### src/rtl/framed_0110_tx_if.sv
// Bundle for the framed 0110 transmitter: payload handshake, serial line and status.
// din/din_valid are driven by the source; din_ready, q, busy, stuff and state_dbg by the transmitter.
interface framed_0110_tx_if #(parameter int DATA_W = 8);
  logic [DATA_W-1:0] din;
  logic              din_valid;
  logic              din_ready;
  logic              q;
  logic              busy;
  logic              stuff;
  logic [2:0]        state_dbg;

  modport master (output din, din_valid, input din_ready, q, busy, stuff, state_dbg);
  modport slave  (input din, din_valid, output din_ready, q, busy, stuff, state_dbg);
endinterface

### src/rtl/framed_0110_tx.sv
// Serial frame transmitter: 0110 sync, MSB-first payload, even parity, two stop bits,
// with bit stuffing so 0110 appears on the line only as a frame's sync pattern.
module framed_0110_tx #(
  parameter int DATA_W = 8
) (
  input  logic           clk,
  input  logic           reset,
  framed_0110_tx_if.slave bus
);
  localparam int RW = $clog2(DATA_W + 1);
  localparam logic [3:0] SYNC_PAT = 4'b0110;

  typedef enum logic [2:0] {IDLE, SYNC, DATA, PARITY, STOP} state_t;

  // state names the phase of the bit currently on q; a stuffed bit belongs to the
  // phase of the data/parity bit it delays.
  state_t            state, state_n;
  logic [1:0]        cnt, cnt_n;
  logic [RW-1:0]     rem, rem_n;
  logic [DATA_W-1:0] sh, sh_n;
  logic              par, par_n;
  logic [2:0]        h, h_n;
  logic              q, q_n;
  logic              stuff, stuff_n;
  logic              busy, busy_n;
  logic              rdy, rdy_n;
  logic              accept;
  logic              start;
  logic              payload;

  // Handshake: a word transfers on a rising edge with din_valid && din_ready; din_ready
  // is registered and high only in IDLE and in the second stop cycle.
  assign accept = bus.din_valid && rdy;

  always_comb begin
    state_n = state;
    cnt_n   = cnt;
    rem_n   = rem;
    sh_n    = sh;
    par_n   = par;
    q_n     = q;
    stuff_n = 1'b0;
    busy_n  = busy;
    start   = 1'b0;
    payload = 1'b0;

    case (state)
      IDLE: begin
        if (accept) start = 1'b1;
        else begin
          q_n    = 1'b1;
          busy_n = 1'b0;
        end
      end
      SYNC: begin
        if (cnt != 2'd3) begin
          cnt_n = cnt + 2'd1;
          // ~cnt_n maps bit position 0..3 onto SYNC_PAT[3..0], i.e. MSB first
          q_n   = SYNC_PAT[~cnt_n];
        end else begin
          state_n = DATA;
          payload = 1'b1;
        end
      end
      DATA: payload = 1'b1;
      PARITY: begin
        state_n = STOP;
        cnt_n   = 2'd0;
        q_n     = 1'b1;
      end
      STOP: begin
        if (cnt == 2'd0) begin
          cnt_n = 2'd1;
          q_n   = 1'b1;
        end else if (accept) begin
          start = 1'b1;
        end else begin
          state_n = IDLE;
          q_n     = 1'b1;
          busy_n  = 1'b0;
        end
      end
      default: begin
        state_n = IDLE;
        q_n     = 1'b1;
        busy_n  = 1'b0;
      end
    endcase

    // h includes the bit now on q, so 011 means a 0 next would complete 0110.
    if (payload) begin
      if (h == 3'b011) begin
        q_n     = 1'b1;
        stuff_n = 1'b1;
      end else if (rem != '0) begin
        q_n   = sh[DATA_W-1];
        sh_n  = {sh[DATA_W-2:0], 1'b0};
        par_n = par ^ sh[DATA_W-1];
        rem_n = rem - RW'(1);
      end else begin
        q_n     = par;
        state_n = PARITY;
      end
    end

    if (start) begin
      state_n = SYNC;
      cnt_n   = 2'd0;
      q_n     = 1'b0;
      busy_n  = 1'b1;
      sh_n    = bus.din;
      par_n   = 1'b0;
      rem_n   = RW'(DATA_W);
    end

    h_n   = {h[1:0], q_n};
    rdy_n = (state_n == IDLE) || (state_n == STOP && cnt_n == 2'd1);
  end

  always_ff @(posedge clk or posedge reset) begin
    if (reset) begin
      state <= IDLE;
      cnt   <= 2'd0;
      rem   <= '0;
      sh    <= '0;
      par   <= 1'b0;
      h     <= 3'b111;
      q     <= 1'b1;
      stuff <= 1'b0;
      busy  <= 1'b0;
      rdy   <= 1'b1;
    end else begin
      state <= state_n;
      cnt   <= cnt_n;
      rem   <= rem_n;
      sh    <= sh_n;
      par   <= par_n;
      h     <= h_n;
      q     <= q_n;
      stuff <= stuff_n;
      busy  <= busy_n;
      rdy   <= rdy_n;
    end
  end

  assign bus.q         = q;
  assign bus.busy      = busy;
  assign bus.stuff     = stuff;
  assign bus.din_ready = rdy;
  assign bus.state_dbg = state;
endmodule

### src/flat_wrapper.sv
// flat-port wrapper written by rule: the top's interface ports become plain ports
module framed_0110_tx_flat 
#(
  parameter int DATA_W = 8
)
  (clk, reset, bus_din, bus_din_valid, bus_din_ready, bus_q, bus_busy, bus_stuff, bus_state_dbg);
  framed_0110_tx_if #(.DATA_W(DATA_W)) bus_i ();
  input  logic clk;
  input  logic reset;
  input wire logic [$bits(bus_i.din)-1:0] bus_din;
  input wire logic [$bits(bus_i.din_valid)-1:0] bus_din_valid;
  output wire logic [$bits(bus_i.din_ready)-1:0] bus_din_ready;
  output wire logic [$bits(bus_i.q)-1:0] bus_q;
  output wire logic [$bits(bus_i.busy)-1:0] bus_busy;
  output wire logic [$bits(bus_i.stuff)-1:0] bus_stuff;
  output wire logic [$bits(bus_i.state_dbg)-1:0] bus_state_dbg;
  assign bus_i.din = bus_din;
  assign bus_i.din_valid = bus_din_valid;
  assign bus_din_ready = bus_i.din_ready;
  assign bus_q = bus_i.q;
  assign bus_busy = bus_i.busy;
  assign bus_stuff = bus_i.stuff;
  assign bus_state_dbg = bus_i.state_dbg;
  framed_0110_tx #(.DATA_W(DATA_W)) u_core (.clk(clk), .reset(reset), .bus(bus_i));
endmodule
### config.mk
export PLATFORM = sky130hd
export DESIGN_NAME = framed_0110_tx_flat
export DESIGN_NICKNAME = d
export VERILOG_FILES = /design/src/rtl/framed_0110_tx_if.sv /design/src/rtl/framed_0110_tx.sv /design/src/flat_wrapper.sv
export SDC_FILE = /design/constraint.sdc
export NUM_CORES = 1
export LEC_CHECK = 0
export CAP_MARGIN = 15
export CORE_UTILIZATION = 47
export DETAILED_ROUTE_END_ITERATION = 8
export GPL_ROUTABILITY_DRIVEN = 0
export PLACE_DENSITY = 0.73
export SYNTH_ARGS = -nofsm -noshare
export SYNTH_HDL_FRONTEND = slang
export SYNTH_SLANG_ARGS = --single-unit
### constraint.sdc
create_clock -name clk -period 1.9 [get_ports clk]
set_input_delay 0.475 -clock clk [delete_from_list [all_inputs] [get_ports clk]]
set_output_delay 0.475 -clock clk [all_outputs]
set_load 0.05 [all_outputs]
==> run_results.csv, run 1 <==
group,metric,value,unit
sta,slew_violations,0,
logic_synthesis,synth_top_cell_by_area,"dfrtp_1",
status,status,"finished clean",
logic_synthesis,synthTopCellsByCount,"dfrtp_1, nor2_1, mux2i_1",
clock_network,htree_levels,1,
sta,fmax,563.5,MHz
sta,finalHoldViolCount,0,
hold_path,min_path_cells,0,
sta,setup_tns,0,ns
placement,hpwl,1537,um
setup_path,critPathArrivalTime,2.03,ns
logic_synthesis,synth_area_per_cell,10.46,sq um
logic_synthesis,synth_edf_count,0,
setup_path,critPathBufInv,1,
logic_synthesis,synth_cell_types,35,
global_route,grt_pass1_wl,3505,um
setup_path,crit_family,"simple AND/OR/NAND/NOR gates",
setup_path,cpMostUsedCell,"and3_1",
detailed_routing,drtIter0Drc,30,
logic_synthesis,netlist_area,0.001255,sq mm
logic_synthesis,synth_warnings,0,
sta,fin_skew,0.01464,ns
setup_path,worstPathMaxFanout,4,
setup_path,r2r_cells,7,
logic_synthesis,synth_area_leaders,"dfrtp_1, mux2i_1, dfstp_2, ha_1, nor2_1",
detailed_routing,detail_route.vias_per_cell,5.380,
clock_network,clock_latency,0.31,ns
setup_path,required,2.15,ns
floorplan,initial_core_util,50.20,%
floorplan,core_area,0.002500,sq mm
setup_path,rrSetupSlack,0.13,ns
placement,portBuffers,17,
clock_network,cts_root_buf,"clkbuf_4",
clock_network,cts.clk_slew.worst_paths,0.14,ns
floorplan,rows,18,
placement,post-place-ws,0.01407,ns
floorplan,die-height,53.68,um
setup_path,critPathLaunchType,"register",
power_and_ir_drop,total_leakage_power,0.7109,nW
sta,min_period,1.775,ns
sta,fin_ws,0.1254,ns
setup_path,crit_path_top_delay_cell,"dfrtp_2",
placement,place_area,0.001485,sq mm
clock_network,cts_sinks,24,
setup_path,critPathMaxStageDelay,0.45,ns
detailed_routing,dr.pass1.iters,4,
clock_network,cts_max_path_buffers,2,
global_route,use_met3,3.390,%
sta,finalCritPeriodShare,93.40,%
power_and_ir_drop,power_density,1780,mW/mm^2
setup_path,path_class,"reg -> reg",
global_route,busiest_layer,"met2",
cells_and_area,nNetsFinal,158,
cells_and_area,fillers,208,
detailed_routing,drc,0,
sta,max_slew_margin,74.22,%
hold_path,hp-class,"reg -> reg",
power_and_ir_drop,peakVddDrop,944.2,uV
global_route,grt_util_met2,27.78,%
logic_synthesis,yosys.cell_count.top_type,"dfrtp_1",
setup_path,reg2reg_from,"u_core.cnt[0]$_DFF_PP0_",
cells_and_area,layout-area-overhead-vs-synth,25.42,%
sta,finalSetupViolCount,0,
setup_path,end_kind,"register",
setup_path,crit_path_cell_trace,"inv_1 -> ha_4 -> nand2_1 -> and3_1 -> and2_1 -> o41ai_2 -> and3_1",
global_route,grt.met1_usage,22.36,%
logic_synthesis,postSynth.asyncResetShare,100.0,%
detailed_routing,wirelength,2150,um
global_route,grt_max_degree,25,
logic_synthesis,synth_top_area_share,39.88,%
logic_synthesis,synth-main-ff-cell,"dfrtp_1",
logic_synthesis,synth_nets,136,
clock_network,numCtsBuffers,3,
detailed_routing,routedWlPerCell,12.57,um
sta,tightest_slew,0.3834,ns
global_route,antenna_found_initial,0,
logic_synthesis,yosysSeqAreaShare,48.26,%
cells_and_area,fin_area,0.001574,sq mm
power_and_ir_drop,total_power,0.002802,W
detailed_routing,vias,920,
cells_and_area,diodes,0,
logic_synthesis,synth_seq_cells,24,
global_route,first_global_vias,795,
global_route,gr-total-overflow,0,
setup_path,crit_end,"u_core.bus.din_ready$_DFF_PP1_",
logic_synthesis,syn_inst,120,
floorplan,ios,18,
setup_path,r2r-end,"u_core.bus.din_ready$_DFF_PP1_",
run,drv_cap,0,
floorplan,dieWidth,53.68,um
detailed_routing,ant_nets,0,
global_route,grt_usage,16.78,%
setup_path,cp_num_cells,7,
clock_network,tritoncts,"done",
floorplan,die-area,0.002881,sq mm
cells_and_area,drive_above_1_share,24.82,%
setup_path,cp-startpoint,"u_core.cnt[0]$_DFF_PP0_",
## through the flow
step	util, %	hold WS, ns	std cells
after global placement	59.41	0.3535	165
final	62.96	0.3777	171
after global routing	62.96	0.3828	171
after floorplan	-	0.3511	120
after CTS	61.51	0.3784	169
after detailed placement	59.41	0.3595	165
## registers in the layout, summed over array words and instances, names as in the netlist
name and cells:
u_core.sh 8, u_core.cnt 2, u_core.bus.state_dbg 3, u_core.h 3, u_core.bus.busy 1, u_core.bus.stuff 1, u_core.par 1, u_core.rem 4
u_core.bus.din_ready 1
## cell families (layout without fill, tap and decap cells)
| logic type | after synthesis | count (layout) | synth area share [%] |
|---|---|---|---|
| compound gates | 22 | 22 | 11.27 |
| xor+xnor | 2 | 2 | 1.396 |
| fa+ha+maj | 5 | 5 | 4.985 |
| buf+inv | 13 | 34 | 6.780 |
| flops | 24 | 24 | 48.26 |
| mux | 12 | 12 | 9.572 |
| simple gates | 42 | 42 | 17.75 |
## worst register-to-register path, stage by stage (launching register included)
cell and delay (ns):
dfrtp_2 0.45, inv_1 0.13, ha_4 0.18, nand2_1 0.07
and3_1 0.22, and2_1 0.18, o41ai_2 0.32, and3_1 0.19
## timing repair
action / CTS / global route
endpoints found under the setup margin: 0 / 2
hold buffers: 0 / 0
buffers inserted: 0 / 2
gates resized for setup: 0 / 4
## final cells by class
type / instances / area, sq um / area share [%]
sequential: 24 / 609.3 / 38.71
multi-input combinational: 83 / 584.3 / 37.12
timing repair buffer: 24 / 267.8 / 17.01
tap: 30 / 37.54 / 2.385
clock inverter: 1 / 30.03 / 1.908
clock buffer: 3 / 22.52 / 1.431
inverter: 6 / 22.52 / 1.431
## placed cells by master (no fill, tap or decap), drive strengths merged
master | synthesis | final
o31ai | 2 | 2
xor2 | 1 | 1
mux2i | 12 | 12
a211oi | 2 | 2
dfstp | 4 | 4
ha | 5 | 5
nor2 | 13 | 13
and2b | 1 | 1
a22oi | 1 | 1
nand2b | 2 | 2
and2 | 4 | 4
nor3 | 3 | 3
inv | 6 | 6
dfrtp | 20 | 20
buf | 5 | 14
a21oi | 9 | 9
o41ai | 1 | 1
o311a | 1 | 1
or2 | 1 | 1
bufinv | 0 | 1
and3 | 4 | 4
a221oi | 1 | 1
xnor2 | 1 | 1
and3b | 1 | 1
nand2 | 10 | 10
nor4b | 1 | 1
clkbuf | 2 | 3
nand3b | 2 | 2
o21ai | 5 | 5
clkdlybuf4s50 | 0 | 10
## how the worst min path moves through the flow
stage | endpoint | startpoint | slack (ns)
final | u_core.h[2]$_DFF_PP1_ | u_core.h[1]$_DFF_PP1_ | 0.38
after global routing | u_core.h[2]$_DFF_PP1_ | u_core.h[1]$_DFF_PP1_ | 0.38
after CTS | u_core.h[2]$_DFF_PP1_ | u_core.h[1]$_DFF_PP1_ | 0.38
after detailed placement | u_core.h[2]$_DFF_PP1_ | u_core.h[1]$_DFF_PP1_ | 0.36
after global placement | u_core.h[2]$_DFF_PP1_ | u_core.h[1]$_DFF_PP1_ | 0.35
after floorplan | u_core.h[2]$_DFF_PP1_ | u_core.h[1]$_DFF_PP1_ | 0.35
## report_power, final
group / leakage (nW) / internal, W / total (W) / switching [W]
Combinational: 0.403 / 0.000703 / 0.00145 / 0.000743
Clock: 0.0279 / 0.000213 / 0.000366 / 0.000153
Sequential: 0.280 / 0.000776 / 0.000990 / 0.000214
## metal layers
layer,up-vias,wire [um]
met2,14,1041
met1,450,1040
met4,0,15
met5,-,0
li1,454,-
met3,2,53
Power figures use the tool's default switching activity.
==> run 2: changes to the inputs <==
--- a/config.mk
+++ b/config.mk
@@ -7,2 +7,3 @@
 export LEC_CHECK = 0
+export ABC_AREA = 1
 export CAP_MARGIN = 15
==> constraint.sdc (replaced) <==
create_clock -name clk -period 1.9 [get_ports clk]
set_input_delay 0.285 -clock clk [delete_from_list [all_inputs] [get_ports clk]]
set_output_delay 0.285 -clock clk [all_outputs]
set_load 0.05 [all_outputs]
==> run_results.csv, run 2 <==
group,metric,value,unit
status,status,"finished clean",
logic_synthesis,synth_seq_cells,24,
cells_and_area,seq_area,605.6,sq um
logic_synthesis,synth_top_area_share,36.97,%
clock_network,postCtsHoldBufs,0,
setup_path,required,1.62,ns
global_route,first_global_vias,1040,
setup_path,crit_family,"buffers and inverters",
logic_synthesis,postSynth.asyncResetShare,100.0,%
logic_synthesis,syn_inst,172,
global_route,grt_usage,18.16,%
setup_path,crit_path_cell_trace,"clkdlybuf4s50_1",
sta,hold_ws,0.2906,ns
setup_path,worstPathMaxFanout,2,
sta,fmax,563.4,MHz
sta,rsz0062_at_grt,"no",
setup_path,end_kind,"output port",
floorplan,rows,19,
clock_network,numCtsBuffers,3,
power_and_ir_drop,p_int,0.001458,W
cells_and_area,fin_util,58.31,%
cells_and_area,final_cell_mix,"nand2_1, inv_1, dfrtp_1",
global_route,antenna_found_initial,0,
cells_and_area,regMostFlops,"u_core.sh",
cells_and_area,drive_above_1_share,12.89,%
logic_synthesis,synth_warnings,0,
clock_network,cts_root_buf,"clkbuf_4",
clock_network,cts.clk_slew.worst_paths,0.12,ns
power_and_ir_drop,p_sw,0.001372,W
power_and_ir_drop,switching_share,48.47,%
global_route,gr-total-overflow,0,
detailed_routing,dr.pass1.iters,4,
clock_network,cts_sinks,24,
setup_path,rrSetupSlack,0.17,ns
sta,finalCritPeriodShare,93.41,%
detailed_routing,drc,0,
setup_path,path_class,"reg -> out",
floorplan,initial_core_util,49.52,%
logic_synthesis,yosys.cell_count.top_type,"nand2_1",
floorplan,core_area,0.002734,sq mm
detailed_routing,drtIter0Drc,29,
sta,max_slew_margin,66.81,%
detailed_routing,wirelength,2551,um
sta,min_period,1.775,ns
global_route,grt_max_degree,25,
setup_path,critPathMaxStageDelay,0.80,ns
floorplan,die-area,0.003099,sq mm
setup_path,r2r_cells,10,
sta,slew_violations,0,
logic_synthesis,synth_top_cell_by_area,"dfrtp_1",
floorplan,die-height,55.67,um
logic_synthesis,synth-main-ff-cell,"dfrtp_1",
floorplan,ios,18,
clock_network,clock_latency,0.31,ns
placement,hpwl,2014,um
setup_path,crit_path_top_delay_cell,"clkdlybuf4s50_1",
power_and_ir_drop,pwr-share-clk,9.2,%
cells_and_area,multi_input_area,634.4,sq um
setup_path,critPathBufInv,1,
logic_synthesis,synth_area_per_cell,7.871,sq um
sta,finalSetupViolCount,0,
logic_synthesis,synth_nets,188,
detailed_routing,routedWlPerCell,11.34,um
setup_path,critPathArrivalTime,1.49,ns
placement,portBuffers,17,
cells_and_area,fillers,237,
logic_synthesis,synth_edf_count,0,
sta,tightest_slew,0.4970,ns
logic_synthesis,yosysSeqAreaShare,44.73,%
logic_synthesis,synth_area_leaders,"dfrtp_1, nand2_1, dfstp_2, inv_1, ha_1",
detailed_routing,ant_nets,0,
clock_network,htree_levels,1,
cells_and_area,largest_registers,"u_core.sh: 8 flops, u_core.rem: 4 flops",
setup_path,r2r-end,"u_core.bus.din_ready$_DFF_PP1_",
logic_synthesis,synthTopCellsByCount,"nand2_1, inv_1, dfrtp_1",
cells_and_area,diodes,0,
detailed_routing,vias,1113,
cells_and_area,layout-area-overhead-vs-synth,17.75,%
logic_synthesis,synth_cell_types,27,
setup_path,reg2reg_from,"u_core.cnt[0]$_DFF_PP0_",
sta,setup_tns,0,ns
floorplan,dieWidth,55.67,um
global_route,grt_pass1_wl,4443,um
power_and_ir_drop,power_density,1775,mW/mm^2
power_and_ir_drop,pwr-share-seq,32.8,%
sta,fin_skew,0.005678,ns
sta,finalHoldViolCount,0,
power_and_ir_drop,total_leakage_power,0.8623,nW
clock_network,tritoncts,"done",
clock_network,cts_max_path_buffers,2,
power_and_ir_drop,peakVddDrop,1105,uV
cells_and_area,largest_register_ffs,8,
detailed_routing,detail_route.vias_per_cell,4.947,
cells_and_area,mostFrequentLayoutCell,"nand2_1",
run,drv_cap,0,
power_and_ir_drop,combPwrFrac,58.0,%
logic_synthesis,netlist_area,0.001354,sq mm
hold_path,hp-class,"in -> async",
cells_and_area,nNetsFinal,211,
setup_path,critPathLaunchType,"register",
## run 2: final cells by class
class	instances	share of cell area (%)
Inverter	23	5.416
Tap cell	31	2.433
Multi-Input combinational cell	122	39.80
Sequential cell	24	37.99
Clock buffer	4	2.276
Timing Repair Buffer	21	12.09
## run 2: metal layers
metal / up-vias / GRT usage (%) / wire length (um)
met5: - / 0 / 0
met4: 0 / 4.286 / 17
met3: 2 / 4.884 / 88
met2: 20 / 28.40 / 1171
met1: 513 / 25.19 / 1273
li1: 578 / - / -
## run 2: kinds of logic after synthesis
kind of cell	count (synthesis)	share of synthesized area, %
AO/OA/AOI/OAI	15	6.562
flip-flops	24	44.73
buffers and inverters	26	8.410
adder cells (fa/ha/maj)	5	4.621
XOR/XNOR	4	2.588
AND/OR/NAND/NOR	98	33.09
## run 2: stage by stage
stage / worst slack (ns) / instances / total power, W / cell area [sq um]
after floorplan: 0.2968 / 172 / 0.002194 / 1354
after global placement: 0.1395 / 221 / 0.002530 / 1555
after detailed placement: 0.09375 / 221 / 0.002578 / 1555
after CTS: 0.01882 / 225 / 0.002845 / 1592
after global routing: 0.01973 / 225 / 0.003084 / 1594
final: 0.1252 / 225 / 0.002830 / 1594
## run 2: worst max-delay path by stage
stage,start,end,depth (start not counted)
floorplan,u_core.bus.state_dbg[2]$_DFF_PP0_,u_core.rem[3]$_DFFE_PP0P_,8
global placement,bus_din_valid,u_core.bus.din_ready$_DFF_PP1_,9
detailed placement,bus_din_valid,u_core.bus.din_ready$_DFF_PP1_,9
CTS,u_core.bus.state_dbg[1]$_DFF_PP0_,bus_state_dbg[1],1
global route,u_core.cnt[0]$_DFF_PP0_,u_core.bus.din_ready$_DFF_PP1_,10
finish,u_core.bus.busy$_DFFE_PP0P_,bus_busy,1
## run 2: power by group through the flow
stage	registers [W]	clock network, W	logic [W]
2_1_floorplan	0.00110	0	0.00110
3_3_place_gp	0.000930	0	0.00160
3_5_place_dp	0.000939	0	0.00164
4_1_cts	0.000927	0.000269	0.00165
5_1_grt	0.000952	0.000287	0.00185
6_report	0.000928	0.000259	0.00164
## run 2: worst register-to-register path, delay by kind of cell, from the launching register on
family	cells	cell delay, ns
fa+ha+maj	1	0.22
buf+inv	3	0.39
flops	1	0.43
simple gates	6	0.65
## run 2: timing repair
| item | in CTS | in global routing |
|---|---|---|
| buffers inserted | 0 | 0 |
| resized for setup | 0 | 1 |
| endpoints found under the setup margin | 0 | 1 |
==> run 3: changes to the inputs <==
Settings changed: GPL_ROUTABILITY_DRIVEN 0 to unset.
==> results of run 3 <==
Same layout as run 2: the final DEF is identical, and so are final timing and power.
